## src/rtl/univ_cnt_pkg.sv

```systemverilog
// Shared definitions for the universal modulus counter.
//   MODE_*   : end-of-range behaviour selected by the mode input
//   ST_*     : one-shot state machine encoding
package univ_cnt_pkg;

  localparam logic [1:0] MODE_WRAP    = 2'd0;
  localparam logic [1:0] MODE_SAT     = 2'd1;
  localparam logic [1:0] MODE_ONESHOT = 2'd2;
  // 2'd3 is reserved and behaves as MODE_WRAP.

  typedef enum logic {
    ST_ARMED = 1'b0,
    ST_DONE  = 1'b1
  } os_state_e;

endpackage

```

## src/rtl/cnt_step_unit.sv

```systemverilog
// Combinational next-count calculator.
//   q        : current count
//   stp      : step magnitude (zero-extended internally)
//   limit    : terminal value, legal range is 0..limit
//   up       : 1 = count up, 0 = count down
//   mode     : end-of-range behaviour
//   next     : count after one enabled step
//   wrap     : the step wrapped around the range
//   boundary : one-shot reached its end of range
module cnt_step_unit
  import univ_cnt_pkg::*;
#(
  parameter int unsigned N = 8,
  parameter int unsigned S = 4
) (
  input  logic [N-1:0] q,
  input  logic [S-1:0] stp,
  input  logic [N-1:0] limit,
  input  logic         up,
  input  logic [1:0]   mode,
  output logic [N-1:0] next,
  output logic         wrap,
  output logic         boundary
);

  localparam int unsigned W = N + 1;

  logic [W-1:0] q_x;
  logic [W-1:0] stp_x;
  logic [W-1:0] lim_x;
  logic [W-1:0] l1;
  logic [W-1:0] sum;
  logic         is_sat;
  logic         is_oneshot;

  assign q_x        = {1'b0, q};
  assign stp_x      = W'(stp);
  assign lim_x      = {1'b0, limit};
  assign l1         = lim_x + {{N{1'b0}}, 1'b1};
  assign sum        = q_x + stp_x;
  assign is_sat     = (mode == MODE_SAT);
  assign is_oneshot = (mode == MODE_ONESHOT);

  always_comb begin
    next     = q;
    wrap     = 1'b0;
    boundary = 1'b0;
    if (q_x > lim_x) begin
      // Count left over from a load or a shrunk limit: pull back into range.
      if (up && !is_sat && !is_oneshot) begin
        next = '0;
        wrap = 1'b1;
      end else begin
        next = limit;
      end
    end else if (up) begin
      if (sum <= lim_x) begin
        next = N'(sum);
      end else if (is_sat) begin
        next = limit;
      end else if (is_oneshot) begin
        next     = limit;
        boundary = 1'b1;
      end else begin
        // Single subtract; only exact when stp <= limit + 1.
        next = N'(sum - l1);
        wrap = 1'b1;
      end
    end else begin
      if (q_x >= stp_x) begin
        next = N'(q_x - stp_x);
      end else if (is_sat) begin
        next = '0;
      end else if (is_oneshot) begin
        next     = '0;
        boundary = 1'b1;
      end else begin
        next = N'(q_x + l1 - stp_x);
        wrap = 1'b1;
      end
    end
  end

endmodule

```

## src/rtl/univ_mod_counter.sv

```systemverilog
// Up/down counter with runtime modulus, variable step and wrap/saturate/one-shot end modes.
//   clk, rst      : rising-edge clock, asynchronous active-high reset
//   syn_clr, load : synchronous clear / load of d (both re-arm the one-shot)
//   en, up, step  : count enable, direction, increment (0 holds)
//   limit, mode   : terminal value and end-of-range behaviour
//   cmp           : compare value for match_tick
//   q             : registered count
//   max_tick      : q == limit (combinational)
//   min_tick      : q == 0 (combinational)
//   wrap_tick     : registered pulse aligned with a wrapped q
//   match_tick    : registered pulse aligned with q newly equal to cmp
//   done          : one-shot finished
module univ_mod_counter
  import univ_cnt_pkg::*;
#(
  parameter int unsigned N = 8,
  parameter int unsigned S = 4
) (
  input  logic         clk,
  input  logic         rst,
  input  logic         syn_clr,
  input  logic         load,
  input  logic [N-1:0] d,
  input  logic         en,
  input  logic         up,
  input  logic [S-1:0] step,
  input  logic [N-1:0] limit,
  input  logic [1:0]   mode,
  input  logic [N-1:0] cmp,
  output logic [N-1:0] q,
  output logic         max_tick,
  output logic         min_tick,
  output logic         wrap_tick,
  output logic         match_tick,
  output logic         done
);

  os_state_e    state_q, state_d;
  logic [N-1:0] q_d;
  logic         wrap_d;
  logic         match_d;
  logic         go;
  logic [N-1:0] nxt;
  logic         nxt_wrap;
  logic         nxt_boundary;

  cnt_step_unit #(
    .N (N),
    .S (S)
  ) u_step (
    .q        (q),
    .stp      (step),
    .limit    (limit),
    .up       (up),
    .mode     (mode),
    .next     (nxt),
    .wrap     (nxt_wrap),
    .boundary (nxt_boundary)
  );

  assign go = en && (step != '0) && (state_q == ST_ARMED);

  always_comb begin
    q_d     = q;
    state_d = state_q;
    wrap_d  = 1'b0;
    match_d = 1'b0;
    if (syn_clr) begin
      q_d     = '0;
      state_d = ST_ARMED;
      match_d = (cmp == '0);
    end else if (load) begin
      q_d     = d;
      state_d = ST_ARMED;
      match_d = (d == cmp);
    end else begin
      // Leaving one-shot mode releases a finished counter.
      if ((state_q == ST_DONE) && (mode != MODE_ONESHOT)) begin
        state_d = ST_ARMED;
      end
      if (go) begin
        q_d     = nxt;
        wrap_d  = nxt_wrap;
        // A count that lands on its own value is not a new match.
        match_d = (nxt == cmp) && (nxt != q);
        if (nxt_boundary) begin
          state_d = ST_DONE;
        end
      end
    end
  end

  always_ff @(posedge clk or posedge rst) begin
    if (rst) begin
      q          <= '0;
      state_q    <= ST_ARMED;
      wrap_tick  <= 1'b0;
      match_tick <= 1'b0;
    end else begin
      q          <= q_d;
      state_q    <= state_d;
      wrap_tick  <= wrap_d;
      match_tick <= match_d;
    end
  end

  assign done     = (state_q == ST_DONE);
  assign max_tick = (q == limit);
  assign min_tick = (q == '0);

endmodule

```

## config.mk

```make
export PLATFORM = sky130hd
export DESIGN_NAME = univ_mod_counter
export DESIGN_NICKNAME = d
export VERILOG_FILES = /design/src/rtl/univ_cnt_pkg.sv /design/src/rtl/cnt_step_unit.sv /design/src/rtl/univ_mod_counter.sv
export SDC_FILE = /design/constraint.sdc
export NUM_CORES = 1
export LEC_CHECK = 0
export ABC_AREA = 0
export CAP_MARGIN = 20
export CORE_MARGIN = 2
export CORE_UTILIZATION = 55
export DETAILED_ROUTE_END_ITERATION = 10
export PLACE_DENSITY = 0.93
export SLEW_MARGIN = 5
export SYNTH_ARGS = -nofsm -noshare
export SYNTH_HDL_FRONTEND = slang
export SYNTH_SLANG_ARGS = --single-unit
```

## constraint.sdc

```tcl
create_clock -name clk -period 5.1 [get_ports clk]
set_clock_uncertainty 0.2 [all_clocks]
set_input_delay 1.275 -clock clk [delete_from_list [all_inputs] [get_ports clk]]
set_output_delay 1.275 -clock clk [all_outputs]
set_load 0.03 [all_outputs]
```

==> summary.md, run 1 <==
| Metric | Value |
|---|---|
| Status | `aborted with a tool error` |
| Fail Step | `global routing (5_1_grt)` |
| Error msg | `[ERROR GRT-0116] Global routing finished with congestion. Check the congestion regions in the DRC Viewer.` |
| CTS Sinks | `11` |
| Total track usage | `roughly two thirds` |
| Mapped Nets | `approximately 550` |
| Max H-tree Level | `1` |
| Number of distinct library cells after synthesis | `between 70 and 80` |
| Largest net degree at the start of global routing | `20` |
| Synth async-reset ratio | `between 90% and 100%` |
| Die width | `~80 microns` |
| Die Y | `a little over 80 microns` |
| Synth Instances | `between 400 and 500` |
| IO buf count | `48` |
| Clock root buffer | `clkbuf_8` |
| GPL Wtd Cong | `between 1 and 1.5` |
| Maximum buffer depth of the clock tree | `2` |
| Number of enable flip-flop cells after synthesis | `0` |
| Synth top area share | `between 10% and 20%` |
| Leading area contributor after synthesis | `ha_1` |
| Register bit total from synthesis | `11` |
| First-pass GRT wire length | `around 32 mm` |
| Main flop type after synthesis | `dfrtp_1` |
| Post-Synthesis Cell Area | `roughly 0.0034 sq mm` |
| Top-Level Pins | `49` |
| Post-synthesis area per instance | `7.392 sq um` |
| Gr ovfl total | `3` |
| Register area share after synthesis | `under 10%` |
| Vias in the first global route | `slightly below 6,000` |
| Final HPWL DP | `roughly 12 mm` |
| Synth area leaders | `ha_1 (17%), dfrtp_1 (8.2%), xnor2_1 (5.7%), inv_1 (5.0%), nor2_1 (4.9%)` |
| Starting Density | `a little under three fifths` |
| Ys Warns | `0` |
| Number of CTS-inserted buffers | `3` |
| # rows | `28` |
| Pre-CTS WS | `-0.9391 ns` |
[cell usage after synthesis (5+ instances only)]
master and n:
a211oi_1 11, a21oi_1 31, a31oi_1 6, and3_1 9, clkbuf_1 8, dfrtp_1 11, fa_1 7, ha_1 46
inv_1 45, mux2i_1 7, nand2_1 21, nand2b_1 5, nand3_1 20, nand4_1 7, nor2_1 44, nor2b_1 6
nor3_1 20, nor4_1 8, o211ai_1 5, o21ai_0 16, or3_1 6, xnor2_1 22, xor2_1 8
[repair_timing]
item / in CTS
resized for setup: 89
gates cloned: 0
setup buffers: 14
pin swaps: 36
setup endpoints to repair: 9
hold buffers: 0
[per-stage QoR]
step                      std cells  TNS [ns]  area [sq um]  hold WS [ns]  util [%]
after floorplan                 456  -0.05197          3425        0.5418         -
after global placement          667    -2.714          4696        0.4270     79.31
after detailed placement        667    -4.571          4696        0.4437     79.31
after CTS                       685  -0.07637          5204        0.4546     87.89
[routing by layer]
layer,GRT overflow,global-route usage [%]
met3,0,47.28
met1,0,64.94
met2,1,83.95
met4,2,65.00
met5,0,6.667
[kinds of logic after synthesis]
logic type	after synthesis	share of synthesized area (%)
buffers and inverters	60	7.015
adder cells (fa/ha/maj)	53	21.23
AND/OR/NAND/NOR	172	26.76
multiplexers	7	2.079
XOR/XNOR	30	7.795
flip-flops	11	8.166
AO/OA/AOI/OAI	123	26.95
==> run 2: changes to the inputs <==
--- a/config.mk
+++ b/config.mk
@@ -8,9 +8,9 @@
 export ABC_AREA = 0
 export CAP_MARGIN = 20
 export CORE_MARGIN = 2
-export CORE_UTILIZATION = 55
+export CORE_UTILIZATION = 40
 export DETAILED_ROUTE_END_ITERATION = 10
-export PLACE_DENSITY = 0.93
+export PLACE_DENSITY_LB_ADDON = 0.15
 export SLEW_MARGIN = 5
 export SYNTH_ARGS = -nofsm -noshare
 export SYNTH_HDL_FRONTEND = slang
==> summary.md, run 2 <==
| Metric | Value |
|---|---|
| Number of CTS-inserted buffers | `3` |
| WL final | `around 14 mm` |
| CTS Sinks | `11` |
| Starting Density | `~41%` |
| Clk_lat worst skew | `roughly 0.24 ns` |
| Die width | `95.80 microns` |
| Top-count cell post-synth | `ha_1` |
| Buf/Inv on CP | `7` |
| Via count | `between 4,000 and 5,000` |
| MaxCap Viol Count | `0` |
| Lkg Pwr | `2.416 nW` |
| Clock root buffer | `clkbuf_8` |
| Gr ovfl total | `0` |
| Synth Instances | `about 460` |
| VDD IR-drop max | `between 150 and 200 uV` |
| Main flop type after synthesis | `dfrtp_1` |
| CP max FO | `4` |
| DIE AREA | `a little over 0.009 sq mm` |
| CP Launch Type | `input port` |
| CP max stage delay | `~0.32 ns` |
| N_diodes | `0` |
| Area growth syn-to-layout | `56.12%` |
| Antenna violations before repair | `0` |
| Max reg flops | `8` |
| Biggest register | `q` |
| Util after Layout | `~64%` |
| Core Footprint | `0.008175 sq mm` |
| Worst setup EP type | `register` |
| Sw Share | `47.13%` |
| Reg clk slew, reported paths | `0.06 ns` |
| Fmax | `just under 0.2 GHz` |
| Slew @ Worst Pin | `around 0.7 ns` |
| Synth top area share | `around 17%` |
| Mapped Nets | `545` |
| Footprint of the multi-input gates | `~0.0032 sq mm` |
| Fin crit share | `101.1%` |
| Most frequent cells in the layout | `buf_4 (117), nor2_1 (42), inv_1 (40), clkdlybuf4s50_1 (39), ha_1 (38)` |
| CP max stage cell | `a2111oi_4` |
| Int Pwr | `0.6190 mW` |
| Antenna-violating nets left | `0` |
| FF+latch area | `about 280 sq um` |
| Drt pass-1 iters | `5` |
| Initial drt markers | `~250` |
| Leading area contributor after synthesis | `ha_1` |
| P_sw | `between 0.5 and 0.6 mW` |
| Final hold slack | `0.4846 ns` |
| Post-synthesis area per instance | `between 7 and 8 sq um` |
| Ys Warns | `0` |
| Top-Level Pins | `slightly below 50` |
| Total track usage | `31.28%` |
| Via density | `between 5 and 6` |
| # rows | `33` |
| Synth async-reset ratio | `100.0%` |
| Unrepaired setup endpoints after global routing | `yes` |
| Tmin final | `approximately 5.2 ns` |
| Synth area leaders | `ha_1 (17%), dfrtp_1 (8.2%), xnor2_1 (5.7%), inv_1 (5.0%), nor2_1 (4.9%)` |
| # DRC | `0` |
| Die Y | `about 96 microns` |
| Final setup margin | `-0.05719 ns` |
| PwrDens | `222.5 mW/mm^2` |
| Cell repeated most along the worst path | `buf_4` |
| Number of enable flip-flop cells after synthesis | `0` |
| Register bit total from synthesis | `11` |
| Nets | `slightly above 700` |
| First-pass GRT wire length | `around 22 mm` |
| Clock network fraction of design power | `a little under 8%` |
| Final HPWL DP | `about 11 mm` |
| IO buf count | `48` |
| Share of cells above drive strength 1 | `between 30 and 40%` |
| CTS tree | `built` |
| CP Data Required Time | `5.08 ns` |
| Number of distinct library cells after synthesis | `72` |
| Crit path arrival time | `5.14 ns` |
| Top post-synthesis cells by count | `ha_1 (46), inv_1 (45), nor2_1 (44), a21oi_1 (31), xnor2_1 (22)` |
| # setup viols final | `1` |
| Final Hold Vio Count | `0` |
| GPL Wtd Cong | `approximately 1` |
| Register area share after synthesis | `8.166%` |
| Power share of the sequential group | `between 8 and 9%` |
| Maximum buffer depth of the clock tree | `2` |
| Max H-tree Level | `1` |
| Filler cells | `between 700 and 800` |
| Worst path cell trace | `buf_2 -> inv_2 -> ha_4 -> buf_4 -> nand2b_4 -> a2111oi_4 -> xnor2_1 -> ha_1 -> nand4_1 -> a21oi_2 -> buf_4 -> buf_4 -> o41ai_4 -> buf_4 -> a21oi_1 -> a211oi_2 -> buf_4 -> o2111a_1 -> o2111ai_1 -> nor4_4 -> o311ai_1 -> nand3_1` |
| Vias in the first global route | `approximately 4,200` |
| Post-Synthesis Cell Area | `roughly 0.0034 sq mm` |
| DR WL/cell | `19.55 microns` |
| Largest net degree at the start of global routing | `20` |
| Hold-fix buffers, CTS | `0` |
| Worst path top cell family by delay | `compound AO/OA/AOI/OAI gates` |
| Failing checks | `negative setup slack` |
| Status | `finished with violations` |
| Comb pwr share | `a little over four fifths` |
| Slew Viols, Final | `0` |
| Relative slew slack | `52.26%` |
| Kind of critical path | `in -> reg` |
| Hold WC Path Type | `reg -> reg` |
| Commonest non-fill, non-tap cell in the layout | `buf_4` |
[run 2: path summary, 6_finish.rpt]
check / start / to / slack [ns] / depth (start not counted)
min in group asynchronous: rst / q[4] / 1.13 / 2
min: done / done / 0.48 / 2
max in group asynchronous: rst / match_tick / 3.26 / 2
max reg2reg: q[2] / match_tick / 0.63 / 20
max: step[2] / match_tick / -0.06 / 22
min reg2reg: done / done / 0.48 / 2
[run 2: layer usage]
| layer | global-route usage, % | share of wire, % | up-vias | wire, microns |
|---|---|---|---|---|
| li1 | - | - | 2031 | - |
| met1 | 41.09 | 42 | 2021 | 5946 |
| met2 | 53.44 | 48 | 205 | 6730 |
| met3 | 3.602 | 7.1 | 38 | 996 |
| met4 | 9.881 | 3.1 | 0 | 444 |
| met5 | 0 | 0 | - | 0 |
[run 2: area by class of cell]
type	count	share of cell area [%]
multi-input cells	385	61.48
repair buffers	170	26.56
flip-flops and latches	11	5.231
inverters	47	3.352
well taps	105	2.496
clock buffers	3	0.7846
clock inverters	1	0.09510
[run 2: through the flow]
| step | setup WS (ns) | cell area (sq um) | std cells | TNS [ns] | power (mW) |
|---|---|---|---|---|---|
| after floorplan | -0.05197 | 3425 | 456 | -0.05197 | 0.5890 |
| after global placement | -0.8689 | 4801 | 706 | -3.630 | 0.9527 |
| after detailed placement | -0.8919 | 4801 | 706 | -4.261 | 0.9631 |
| after CTS | 0.001632 | 5200 | 722 | 0 | 1.134 |
| after global routing | -0.1590 | 5263 | 722 | -0.1590 | 1.246 |
| final | -0.05719 | 5263 | 722 | -0.05719 | 1.171 |
[run 2: cell families (layout without fill, tap and decap cells)]
kind of cell	count (synthesis)	after routing	share of synthesized area [%]
and+or+nand+nor	172	172	26.76
AOI/OAI and AO/OA	123	123	26.95
buffers and inverters	60	221	7.015
adders and majority gates	53	53	21.23
xor gates and xnor gates	30	30	7.795
DFF	11	11	8.166
muxes	7	7	2.079
[run 2: power by group through the flow]
stage | Clock (mW) | Combinational, mW | Sequential (mW)
after detailed placement | 0 | 0.861 | 0.102
after global routing | 0.0988 | 1.04 | 0.103
after CTS | 0.0926 | 0.939 | 0.102
final | 0.0928 | 0.975 | 0.103
after floorplan | 0 | 0.474 | 0.115
after global placement | 0 | 0.851 | 0.102
[run 2: what timing repair did]
action	in CTS	in global routing
cloned	0	0
setup endpoints to repair	9	4
setup buffers	13	0
resized for setup	71	14
pin swaps	39	9
[run 2: tightest hold or removal path: cells and delay by family (launching register included)]
kind | cells | cell delay, ns
flops | 1 | 0.40
simple gates | 1 | 0.14
compound gates | 1 | 0.09
Power figures use the tool's default switching activity.
==> run 3: changes to the inputs <==
--- a/config.mk
+++ b/config.mk
@@ -7,9 +7,9 @@
 export LEC_CHECK = 0
 export ABC_AREA = 0
 export CAP_MARGIN = 20
-export CORE_MARGIN = 2
 export CORE_UTILIZATION = 40
 export DETAILED_ROUTE_END_ITERATION = 10
+export GPL_TIMING_DRIVEN = 0
 export PLACE_DENSITY_LB_ADDON = 0.15
 export SLEW_MARGIN = 5
 export SYNTH_ARGS = -nofsm -noshare
==> summary.md, run 3 (synthesis gave the netlist of run 2 again) <==
| Metric | Value |
|---|---|
| Status | `finished with violations` |
| Failing checks | `negative setup slack` |
| Gr ovfl total | `0` |
| Worst path cell trace | `buf_8 -> ha_4 -> fa_2 -> buf_12 -> xnor2_4 -> ha_1 -> nor2b_1 -> o31a_1 -> a211oi_1 -> o22ai_2 -> a211oi_2 -> o21ai_0 -> a211oi_2 -> o2111ai_2 -> o311ai_1 -> nand3_1` |
| VDD IR-drop max | `about 180 uV` |
| Clock network fraction of design power | `8.1%` |
| Fmax | `about 0.19 GHz` |
| Filler cells | `about 750` |
| Int Pwr | `between 0.5 and 0.6 mW` |
| WL final | `12.53 mm` |
| P_sw | `~0.51 mW` |
| Fin crit share | `104.0%` |
| Starting Density | `about two fifths` |
| Pwr Total | `between 1 and 1.5 mW` |
| Top-Level Pins | `49` |
| Worst setup EP type | `register` |
| Final setup margin | `-0.2031 ns` |
| Most frequent cells in the layout | `nor2_1 (42), inv_1 (41), ha_1 (36), clkdlybuf4s50_1 (36), a21oi_1 (28)` |
| Total track usage | `between 20% and 30%` |
| Hold WC Path Type | `reg -> reg` |
| Final Hold Vio Count | `0` |
| Max H-tree Level | `1` |
| Final HPWL DP | `roughly 9.6 mm` |
| Cell repeated most along the worst path | `a211oi_2` |
| Area growth syn-to-layout | `39.68%` |
| Unrepaired setup endpoints after global routing | `yes` |
| Placed Area | `around 0.0040 sq mm` |
| Lkg Pwr | `2.009 nW` |
| Non-filler instance count after layout | `635` |
| CP Launch Type | `input port` |
| Slew @ Worst Pin | `~1.1 ns` |
| Buf/Inv on CP | `2` |
| IO buf count | `46` |
| Util after Layout | `a little under three fifths` |
| # rows | `33` |
| Largest net degree at the start of global routing | `12` |
| Max reg flops | `8` |
| CP Data Required Time | `4.98 ns` |
| Power share of the sequential group | `~11%` |
| Design area | `0.004708 sq mm` |
| Vias in the first global route | `3,728` |
| Nets | `620` |
| Core Footprint | `around 0.0082 sq mm` |
| DR WL/cell | `around 20 microns` |
| Crit path depth | `16` |
| Biggest register | `q` |
| Die width | `93.80 microns` |
| DIE AREA | `approximately 0.0088 sq mm` |
| Crit path arrival time | `5.19 ns` |
| N_diodes | `0` |
| Initial drt markers | `about 310` |
| Commonest non-fill, non-tap cell in the layout | `nor2_1` |
| Tmin final | `between 5 and 6 ns` |
| Sw Share | `between 40% and 50%` |
| # setup viols final | `1` |
| Slew Viols, Final | `0` |
| Share of cells above drive strength 1 | `21.70%` |
| First-pass GRT wire length | `between 15 and 20 mm` |
| Via count | `3,941` |
| # DRC | `0` |
| Relative slew slack | `roughly a quarter` |
| CP max stage delay | `roughly 0.48 ns` |
| CTS Sinks | `11` |
| Reg clk slew, reported paths | `about 0.050 ns` |
| Via density | `slightly above 6` |
| Hold-fix buffers, CTS | `0` |
| CP max FO | `5` |
| Comb pwr share | `roughly four fifths` |
| Antenna violations before repair | `0` |
| Drt pass-1 iters | `5` |
| Clock root buffer | `clkbuf_8` |
| Reg2reg path depth | `19` |
| CTS tree | `built` |
| Worst path top cell family by delay | `compound AO/OA/AOI/OAI gates` |
| GPL Wtd Cong | `0.9519` |
| Pre-CTS WS | `-1.442 ns` |
| Antenna-violating nets left | `0` |
| Die Y | `93.80 microns` |
| MaxCap Viol Count | `0` |
| Hold depth | `2` |
| Clk_lat worst skew | `~0.23 ns` |
| PwrDens | `about 220 mW/mm^2` |
| Number of CTS-inserted buffers | `3` |
| CP max stage cell | `a211oi_1` |
| Kind of critical path | `in -> reg` |
| Maximum buffer depth of the clock tree | `2` |
| Placed cells | `607` |
-- run 3: cell count changes in the layout (fill, tap and decap cells not counted), moves of 4 or more --
cell      delta
buf_4       -95
clkbuf_1     +8
xnor2_1      -5
inv_2        -4
-- run 3: metal layers --
metal	routed length (microns)	GRT usage, %
met4	289	7.692
met1	5376	38.80
met3	939	2.751
met2	5926	47.87
met5	0	0
-- run 3: metrics by stage --
step	TNS (ns)	hold WS (ns)
finish	-0.2031	0.4412
global route	-0.2749	0.5009
CTS	-0.09728	0.4603
detailed placement	-8.856	0.4243
global placement	-8.894	0.4211
floorplan	-0.05197	0.5418
-- run 3: path summary, 6_finish.rpt --
| check | slack, ns | to | start |
|---|---|---|---|
| min reg2reg | 0.44 | done | done |
| max in group asynchronous | 3.30 | q[0] | rst |
| min | 0.44 | done | done |
| max reg2reg | 0.30 | match_tick | q[1] |
| max | -0.20 | match_tick | step[0] |
| min in group asynchronous | 1.12 | q[2] | rst |
-- run 3: timing repair --
action,4_1_cts,5_1_grt
gates cloned,0,0
pin swaps,37,24
resized for setup,96,25
buffers inserted,22,3
hold endpoints to repair,0,0
setup endpoints to repair,11,4
-- run 3: tightest hold or removal path: cells and delay by family, from the launching register on --
kind	cells	cell delay, ns
AO/OA/AOI/OAI	1	0.06
flip-flops	1	0.36
AND/OR/NAND/NOR	1	0.15
-- run 3: area by class of cell --
cell class              count  area (sq um)  share of cell area [%]
clock buffers               4         45.04                  0.9567
repair buffers             71         685.7                   14.56
inverters                  47         186.4                   3.960
multi-input cells         385          3328                   70.69
flip-flops and latches     11         275.3                   5.846
plain buffers              12         56.30                   1.196
well taps                 105         131.4                   2.790
-- run 3: power by group through the flow --
stage | sequential [mW] | combinational [mW] | clock [mW]
2_1_floorplan | 0.115 | 0.474 | 0
3_3_place_gp | 0.112 | 0.662 | 0
3_5_place_dp | 0.112 | 0.670 | 0
4_1_cts | 0.113 | 0.779 | 0.0867
5_1_grt | 0.114 | 0.895 | 0.0928
6_report | 0.114 | 0.832 | 0.0832
